<file path="src/rtl/button_cond.sv">
// button_cond: per-button 2-flop synchronizer, debouncer and press-pulse generator with
// per-player up/down exclusion. Define BTN_AUTOREPEAT_EN to compile in held-button auto-repeat.
module button_cond #(
    parameter int DEBOUNCE_CYCLES = 1000000,
    parameter int REPEAT_DELAY    = 50000000,
    parameter int REPEAT_RATE     = 10000000
) (
    input  logic       clk,
    input  logic       rst_n,
    input  logic [3:0] btn_raw,
    output logic [3:0] btn_level,
    output logic [3:0] btn_press,
    output logic [1:0] conflict
);

    localparam int CW = $clog2(DEBOUNCE_CYCLES);
    localparam logic [CW-1:0] DB_LAST = CW'(DEBOUNCE_CYCLES - 1);

    // Repeat intervals below 2 would let a bit pulse on back-to-back cycles.
    if (DEBOUNCE_CYCLES < 2 || REPEAT_DELAY < 2 || REPEAT_RATE < 2) begin : g_param_check
        $error("button_cond: DEBOUNCE_CYCLES, REPEAT_DELAY and REPEAT_RATE must be >= 2");
    end

    // Outputs are plain levels and single-cycle pulses: there is no valid/ready
    // handshake, and a pulse that no consumer samples is simply lost.
    logic [3:0]    sync_meta;
    logic [3:0]    sync;
    logic [CW-1:0] db_cnt     [4];
    logic [CW-1:0] db_cnt_nxt [4];
    logic [3:0]    level_nxt;
    logic [3:0]    press_nxt;
    logic [3:0]    pulse_nxt;

    always_ff @(posedge clk or negedge rst_n) begin
        if (!rst_n) begin
            sync_meta <= '0;
            sync      <= '0;
        end else begin
            sync_meta <= btn_raw;
            sync      <= sync_meta;
        end
    end

    always_comb begin
        level_nxt = btn_level;
        for (int i = 0; i < 4; i++) begin
            db_cnt_nxt[i] = '0;
            if (sync[i] != btn_level[i]) begin
                if (db_cnt[i] == DB_LAST) begin
                    level_nxt[i] = sync[i];
                end else begin
                    db_cnt_nxt[i] = db_cnt[i] + 1'b1;
                end
            end
        end
    end

    // A press fires on the level rise unless the same player's other direction is
    // held in that same cycle (covers both simultaneous rises and an already-held partner).
    always_comb begin
        press_nxt = '0;
        for (int i = 0; i < 4; i++) begin
            press_nxt[i] = level_nxt[i] & ~btn_level[i] & ~level_nxt[i ^ 1];
        end
    end

`ifdef BTN_AUTOREPEAT_EN
    localparam int RW_RAW = (REPEAT_DELAY > REPEAT_RATE) ? $clog2(REPEAT_DELAY) : $clog2(REPEAT_RATE);
    localparam int RW     = (RW_RAW < 1) ? 1 : RW_RAW;
    localparam logic [RW-1:0] DELAY_LAST = RW'(REPEAT_DELAY - 1);
    localparam logic [RW-1:0] RATE_LAST  = RW'(REPEAT_RATE - 1);

    logic [3:0]    rpt_on;
    logic [3:0]    rpt_on_nxt;
    logic [3:0]    rpt_first;
    logic [3:0]    rpt_first_nxt;
    logic [3:0]    rpt_fire;
    logic [RW-1:0] rpt_cnt     [4];
    logic [RW-1:0] rpt_cnt_nxt [4];

    // The timer arms only on an unsuppressed press and disarms on release or
    // when the partner direction becomes held.
    always_comb begin
        rpt_on_nxt    = rpt_on;
        rpt_first_nxt = rpt_first;
        rpt_fire      = '0;
        for (int i = 0; i < 4; i++) begin
            rpt_cnt_nxt[i] = rpt_cnt[i];
            if (press_nxt[i]) begin
                rpt_on_nxt[i]    = 1'b1;
                rpt_first_nxt[i] = 1'b1;
                rpt_cnt_nxt[i]   = '0;
            end else if (!rpt_on[i] || !level_nxt[i] || level_nxt[i ^ 1]) begin
                rpt_on_nxt[i]    = 1'b0;
                rpt_first_nxt[i] = 1'b0;
                rpt_cnt_nxt[i]   = '0;
            end else if (rpt_cnt[i] == (rpt_first[i] ? DELAY_LAST : RATE_LAST)) begin
                rpt_fire[i]      = 1'b1;
                rpt_first_nxt[i] = 1'b0;
                rpt_cnt_nxt[i]   = '0;
            end else begin
                rpt_cnt_nxt[i] = rpt_cnt[i] + 1'b1;
            end
        end
    end

    always_ff @(posedge clk or negedge rst_n) begin
        if (!rst_n) begin
            rpt_on    <= '0;
            rpt_first <= '0;
            for (int i = 0; i < 4; i++) rpt_cnt[i] <= '0;
        end else begin
            rpt_on    <= rpt_on_nxt;
            rpt_first <= rpt_first_nxt;
            for (int i = 0; i < 4; i++) rpt_cnt[i] <= rpt_cnt_nxt[i];
        end
    end

    assign pulse_nxt = press_nxt | rpt_fire;
`else
    assign pulse_nxt = press_nxt;
`endif

    always_ff @(posedge clk or negedge rst_n) begin
        if (!rst_n) begin
            btn_level <= '0;
            btn_press <= '0;
            conflict  <= '0;
            for (int i = 0; i < 4; i++) db_cnt[i] <= '0;
        end else begin
            btn_level <= level_nxt;
            btn_press <= pulse_nxt;
            conflict  <= {level_nxt[3] & level_nxt[2], level_nxt[1] & level_nxt[0]};
            for (int i = 0; i < 4; i++) db_cnt[i] <= db_cnt_nxt[i];
        end
    end

endmodule

</file>
<file path="config.mk">
export PLATFORM = sky130hd
export DESIGN_NAME = button_cond
export DESIGN_NICKNAME = d
export VERILOG_FILES = /design/src/rtl/button_cond.sv
export SDC_FILE = /design/constraint.sdc
export NUM_CORES = 1
export LEC_CHECK = 0
export BUFFER_PORTS_ARGS = -buffer_cell sky130_fd_sc_hd__buf_2
export CORE_UTILIZATION = 40
export CTS_CLUSTER_DIAMETER = 60
export CTS_CLUSTER_SIZE = 28
export DETAILED_ROUTE_END_ITERATION = 7
export SETUP_SLACK_MARGIN = 0.05
export SLEW_MARGIN = 20
export SYNTH_ARGS = -nofsm -noshare
export SYNTH_HDL_FRONTEND = slang
export SYNTH_SLANG_ARGS = --single-unit
</file>
<file path="constraint.sdc">
create_clock -name clk -period 1.9 [get_ports clk]
set_input_delay 0.095 -clock clk [delete_from_list [all_inputs] [get_ports clk]]
set_output_delay 0.095 -clock clk [all_outputs]
set_load 0.02 [all_outputs]
</file>
==> results_dict.tcl, run 1 <==
set metrics [dict create \
    final_cell_mix "dfrtp_1, nor2_1, buf_4" \
    start_kind "register" \
    clock_sinks 98 \
    yosysWarnings 0 \
    htree_levels 3 \
    antenna_found_initial 0 \
    area_growth_pct 25.6 \
    ir_worst_vdd_uv 400 \
    wl_per_cell_um 13.6 \
    grt_pass1_wl_um 15800 \
    postPlaceCellArea_mm2 0.00531 \
    start_util_pct 41.9 \
    routed_wl_um 9230 \
    syn_avg_cell_area_um2 9.99 \
    rr_startpoint "db_cnt[51]$_DFF_PN0_" \
    drtPass1Iterations 4 \
    worst_r2r_path_depth 5 \
    slowest_delay_ps 500 \
    grt_pass1_vias 3449 \
    vias 3557 \
    cp.depth 5 \
    die_h_um 110 \
    gp_congestion 0.769 \
    synth_cells 465 \
    slew_headroom_pct 73.4 \
    grt_overflow 0 \
    worstMarginPinSlew_ps 399 \
    setup_viol 0 \
    min_period_over_period_pct 96.0 \
    max_freq_mhz 548 \
    cp-end-kind "register" \
    synth_area_mm2 0.00465 \
    clock_path_buffers 2 \
    use_met1_pct 22.6 \
    status "finished clean" \
    ys_seq_area_share_pct 52.8 \
    numPortBuffers 15 \
    hold_path.class "input port to asynchronous set/reset pin" \
    grt.busiest_layer "met2" \
    final.setup_skew_ps 7.41 \
    placedCellCount 653 \
    syn_nets 475 \
    diodes 0 \
    ys_ff_latch 98 \
    crit_fanout 14 \
    drv_cap 0 \
    met2_usage_pct 27.1 \
    clk_latency_ps 340 \
    period_needed_ps 1820 \
    grt_max_degree 68 \
    synthArstFlopShare_pct 100 \
    nets 543 \
    groute.usage.overall_pct 16.9 \
    cts_buffers 9 \
    drv_slew 0 \
    cp_cell_sequence "or4_4, nor4_4, a21bo_2, buf_12, a21oi_1" \
    grt_use_met3_pct 3.73 \
    power.density_mw_per_mm2 708 \
    path_class "register to register" \
    crit_slowest_cell "or4_4" \
    core_area_mm2 0.0111 \
    boundaryPins 16 \
    ant_nets 0 \
    cts_tree "done" \
    dieArea_mm2 0.0121 \
    hold_viol_final 0 \
    synth_flop_cell "dfrtp_1" \
    hpwl_um 6380 \
    rsz0062_at_grt "yes" \
    final_cells 677 \
    drive_gt1_share_pct 24.6 \
    worstPathArrival_ps 2040 \
    p_leak_nw 2.45 \
    setup_tns_ps 0 \
    crit_buf_inv 1 \
    fp.dieW_um 110 \
    timing.rr.end "db_cnt[53]$_DFF_PN0_" \
    clockRootBuffer "clkbuf_16" \
    crit_family "simple AND/OR/NAND/NOR gates" \
    rows 38 \
    final_cell_area_mm2 0.00584 \
    synth_cell_types 40 \
    layout_commonest_cell "dfrtp_1" \
    fin_total_pwr_mw 4.13 \
    cp.required_ps 2120 \
    rrSetupSlack_ps 80 \
    drc 0 \
    clkTransAtPathRegs_ps 60 \
    viasPerCell 5.25 \
    synth_edf_count 0 \
    drt_iter0_markers 111 \
]
-- cell usage after synthesis, drive strengths merged (10+ instances only) --
master	number	area, um2
xor2	21	184
dfrtp	98	2450
nor2	59	221
o21ai	20	100
or4	18	139
a21oi	30	154
nand2	27	101
inv	15	56.3
and3	10	62.6
or3	20	125
xnor2	25	219
nand4	19	134
nor4	10	68.8
nand3	23	120
-- tightest hold or removal path, cell delays in order --
cell,delay (ps)
dlygate4sd3_1,530
buf_4,120
buf_12,300
-- layer usage --
| layer | share of wire [%] | wire length (um) |
|---|---|---|
| met3 | 2.3 | 209 |
| met2 | 49 | 4500 |
| met5 | 0 | 0 |
| met1 | 48 | 4410 |
| met4 | 1.1 | 106 |
-- area by class of cell --
cell class	instances	area, um2
Multi-Input combinational cell	340	2310
Tap cell	140	175
Clock inverter	5	55.1
Clock buffer	10	239
Timing Repair Buffer	69	549
Fill cell	1027	5240
Sequential cell	98	2450
Inverter	15	56.3
-- cells by family after synthesis --
logic type	share of synthesized area, %
compound gates	8.72
xor+xnor	8.67
fa+ha+maj	1.08
buf+inv	2.58
flops	52.8
simple gates	26.2
-- repair_timing --
item | CTS | global route
gates resized for setup | 4 | 39
pin swaps | 2 | 13
endpoints found under the setup margin | 6 | 63
hold buffers | 5 | 0
setup buffers | 1 | 3
endpoints found under the hold margin | 102 | 0
-- through the flow --
stage          hold WS, ps  setup WS, ps  util (%)
5_1_grt                332          3.45      52.7
6_report               300          76.2      52.7
3_5_place_dp           131         -27.6      47.9
3_3_place_gp           132          1.64      47.9
2_1_floorplan         -201          38.4         -
4_1_cts                317          39.7      51.1
-- flip-flops by register name (all words and copies together) (netlist names) --
| register | flops |
|---|---|
| sync_meta | 4 |
| db_cnt | 80 |
| sync | 4 |
| btn_press | 4 |
| conflict | 2 |
| btn_level | 4 |
-- power by group --
| part | switching, mW | internal [mW] |
|---|---|---|
| Sequential | 0.0305 | 2.12 |
| Clock | 0.761 | 1.04 |
| Combinational | 0.107 | 0.0715 |
| Total | 0.899 | 3.23 |
-- worst max path at each step --
stage | from | end | slack, ps
floorplan | db_cnt[23]$_DFF_PN0_ | db_cnt[38]$_DFF_PN0_ | 40
global placement | db_cnt[28]$_DFF_PN0_ | btn_level[2]$_DFF_PN0_ | 2
detailed placement | db_cnt[28]$_DFF_PN0_ | btn_level[2]$_DFF_PN0_ | -30
CTS | db_cnt[28]$_DFF_PN0_ | btn_press[2]$_DFF_PN0_ | 40
global route | db_cnt[32]$_DFF_PN0_ | btn_press[2]$_DFF_PN0_ | 3
finish | db_cnt[51]$_DFF_PN0_ | db_cnt[53]$_DFF_PN0_ | 80
No activity file was read; power rests on OpenSTA's default activity.
==> run 2, diff against run 1 <==
- CORE_UTILIZATION: 40 -> 56
- PLACE_DENSITY: unset -> 0.76
==> run 2 against run 1 <==
Effect of this change:
- critical path depth did not move
- setup slack got worse by 27 ps
- global-route usage rose by 5.9 points
- clock-buffer cell count did not move
- die area fell by 28%
- design area fell by 0.15%
- combinational power rose by 13%
- wire length rose by 6.1%
==> results_dict.tcl, run 2 (same netlist as run 1, synthesis figures left out) <==
set metrics [dict create \
    status "finished clean" \
    grt_overflow 0 \
    worstPathArrival_ps 2120 \
    ir_worst_vdd_uv 452 \
    clkTransAtPathRegs_ps 100 \
    setup_ws_ps 49.6 \
    drv_cap 0 \
    pre_cts_slack_ps -24.0 \
    layout_commonest_cell "dfrtp_1" \
    path_class "register to register" \
    clockRootBuffer "clkbuf_8" \
    multi_input_area_mm2 0.00234 \
    largest_register_ff_count 80 \
    gp_congestion 0.833 \
    slew_headroom_pct 61.2 \
    drive_gt1_share_pct 26.0 \
    fin_total_pwr_mw 3.76 \
    start_kind "register" \
    wl_per_cell_um 15.2 \
    power.switching_mw 0.896 \
    drc 0 \
    ant_nets 0 \
    diodes 0 \
    cp-end-kind "register" \
    hpwl_um 6250 \
    grt_pass1_vias 3552 \
    vias 3715 \
    drt_iter0_markers 126 \
    dieArea_mm2 0.00867 \
    hold_viol_final 0 \
    final_cell_mix "dfrtp_1, nor2_1, buf_4" \
    routed_wl_um 9800 \
    power.density_mw_per_mm2 645 \
    crit_fanout 8 \
    nets 548 \
    worst_r2r_path_depth 5 \
    groute.usage.overall_pct 22.9 \
    n_fill_cell 531 \
    grt_max_degree 46 \
    swShare_pct 23.8 \
    clk_latency_ps 380 \
    seq_power_share_pct 57.0 \
    regMostFlops "db_cnt" \
    rows 32 \
    drv_slew 0 \
    boundaryPins 16 \
    grt_pass1_wl_um 15500 \
    start_util_pct 58.9 \
    cts_tree "done" \
    startpoint "db_cnt[48]$_DFF_PN0_" \
    core_area_mm2 0.00789 \
    max_freq_mhz 540 \
    ff_latch_area_mm2 0.00245 \
    clock_path_buffers 2 \
    slowest_delay_ps 540 \
    clock_sinks 98 \
    cp.required_ps 2170 \
    min_period_over_period_pct 97.4 \
    period_needed_ps 1850 \
    hold_path.class "input port to asynchronous set/reset pin" \
    drtPass1Iterations 5 \
    crit_slowest_cell "or4_4" \
    worstMarginPinSlew_ps 582 \
    rsz0062_at_grt "yes" \
    area_growth_pct 25.4 \
    die_h_um 93.1 \
    numPortBuffers 15 \
    final.setup_skew_ps 9.58 \
    antenna_found_initial 0 \
    pwr-share-clk_pct 37.6 \
    fp.dieW_um 93.1 \
    rr_startpoint "db_cnt[48]$_DFF_PN0_" \
    cts_buffers 9 \
    timing.rr.end "db_cnt[49]$_DFF_PN0_" \
    p_leak_nw 2.45 \
    viasPerCell 5.76 \
    p_comb_share_pct 5.4 \
    htree_levels 3 \
    setup_viol 0 \
    intPower_mw 2.86 \
    rrSetupSlack_ps 50 \
    cp_cell_sequence "or4_4, nor4_4, a21bo_2, buf_12, nor2_4" \
]
-- run 2: cell types whose count changed in the layout (fill, tap and decap cells not counted), moves of 3 or more --
| cell | change |
|---|---|
| a21oi_1 | +3 |
| a21oi_2 | -3 |
| clkbuf_16 | -7 |
| clkbuf_8 | +9 |
| inv_6 | +3 |
| nor2_4 | +3 |
-- run 2: power by group through the flow --
| stage | Clock (mW) | Sequential [mW] | Combinational [mW] |
|---|---|---|---|
| 2_1_floorplan | 0 | 2.18 | 0.0804 |
| 3_3_place_gp | 0 | 2.18 | 0.159 |
| 3_5_place_dp | 0 | 2.18 | 0.163 |
| 4_1_cts | 1.44 | 2.14 | 0.173 |
| 5_1_grt | 1.51 | 2.15 | 0.226 |
| 6_report | 1.41 | 2.14 | 0.202 |
-- run 2: timing repair --
item,4_1_cts,5_1_grt
endpoints found under the setup margin,7,64
hold endpoints to repair,46,0
buffers inserted,1,10
resized for setup,6,50
pin swaps,4,22
hold buffers,5,0
cloned,0,3
-- run 2: worst max path at each step --
stage                             end  slack, ps  cells after the start
5_1_grt         conflict[1]$_DFF_PN0_        -30                      5
3_3_place_gp   btn_level[2]$_DFF_PN0_         20                      4
4_1_cts        btn_press[2]$_DFF_PN0_         40                      5
3_5_place_dp   btn_level[2]$_DFF_PN0_        -20                      4
2_1_floorplan    db_cnt[38]$_DFF_PN0_         40                      5
6_report         db_cnt[49]$_DFF_PN0_         50                      5
-- run 2: stage by stage --
stage	area [um2]	util, %	TNS, ps	hold slack (ps)	cells
6_report	5830	73.9	0	248	645
5_1_grt	5830	73.9	-86.7	319	645
4_1_cts	5500	69.7	0	271	632
3_5_place_dp	5220	66.2	-24.0	134	610
3_3_place_gp	5220	66.2	0	128	610
2_1_floorplan	4760	-	0	-201	465
-- run 2: routing by layer --
metal	routed length (um)	track usage, %
met2	4970	37.9
met4	169	10.3
met3	169	3.41
met5	0	0
met1	4490	29.9
-- run 2: worst max-delay path: cells and delay by family (launching register included) --
family          cells  cell delay [ps]
compound gates      1              270
flops               1              380
buf+inv             1              170
simple gates        3              910
-- run 2: area by class of cell --
class | instances | share of cell area, %
well taps | 102 | 2.19
multi-input cells | 340 | 40.2
clock inverters | 6 | 1.25
clock buffers | 10 | 2.36
inverters | 15 | 0.966
repair buffers | 74 | 10.9
flip-flops and latches | 98 | 42.1
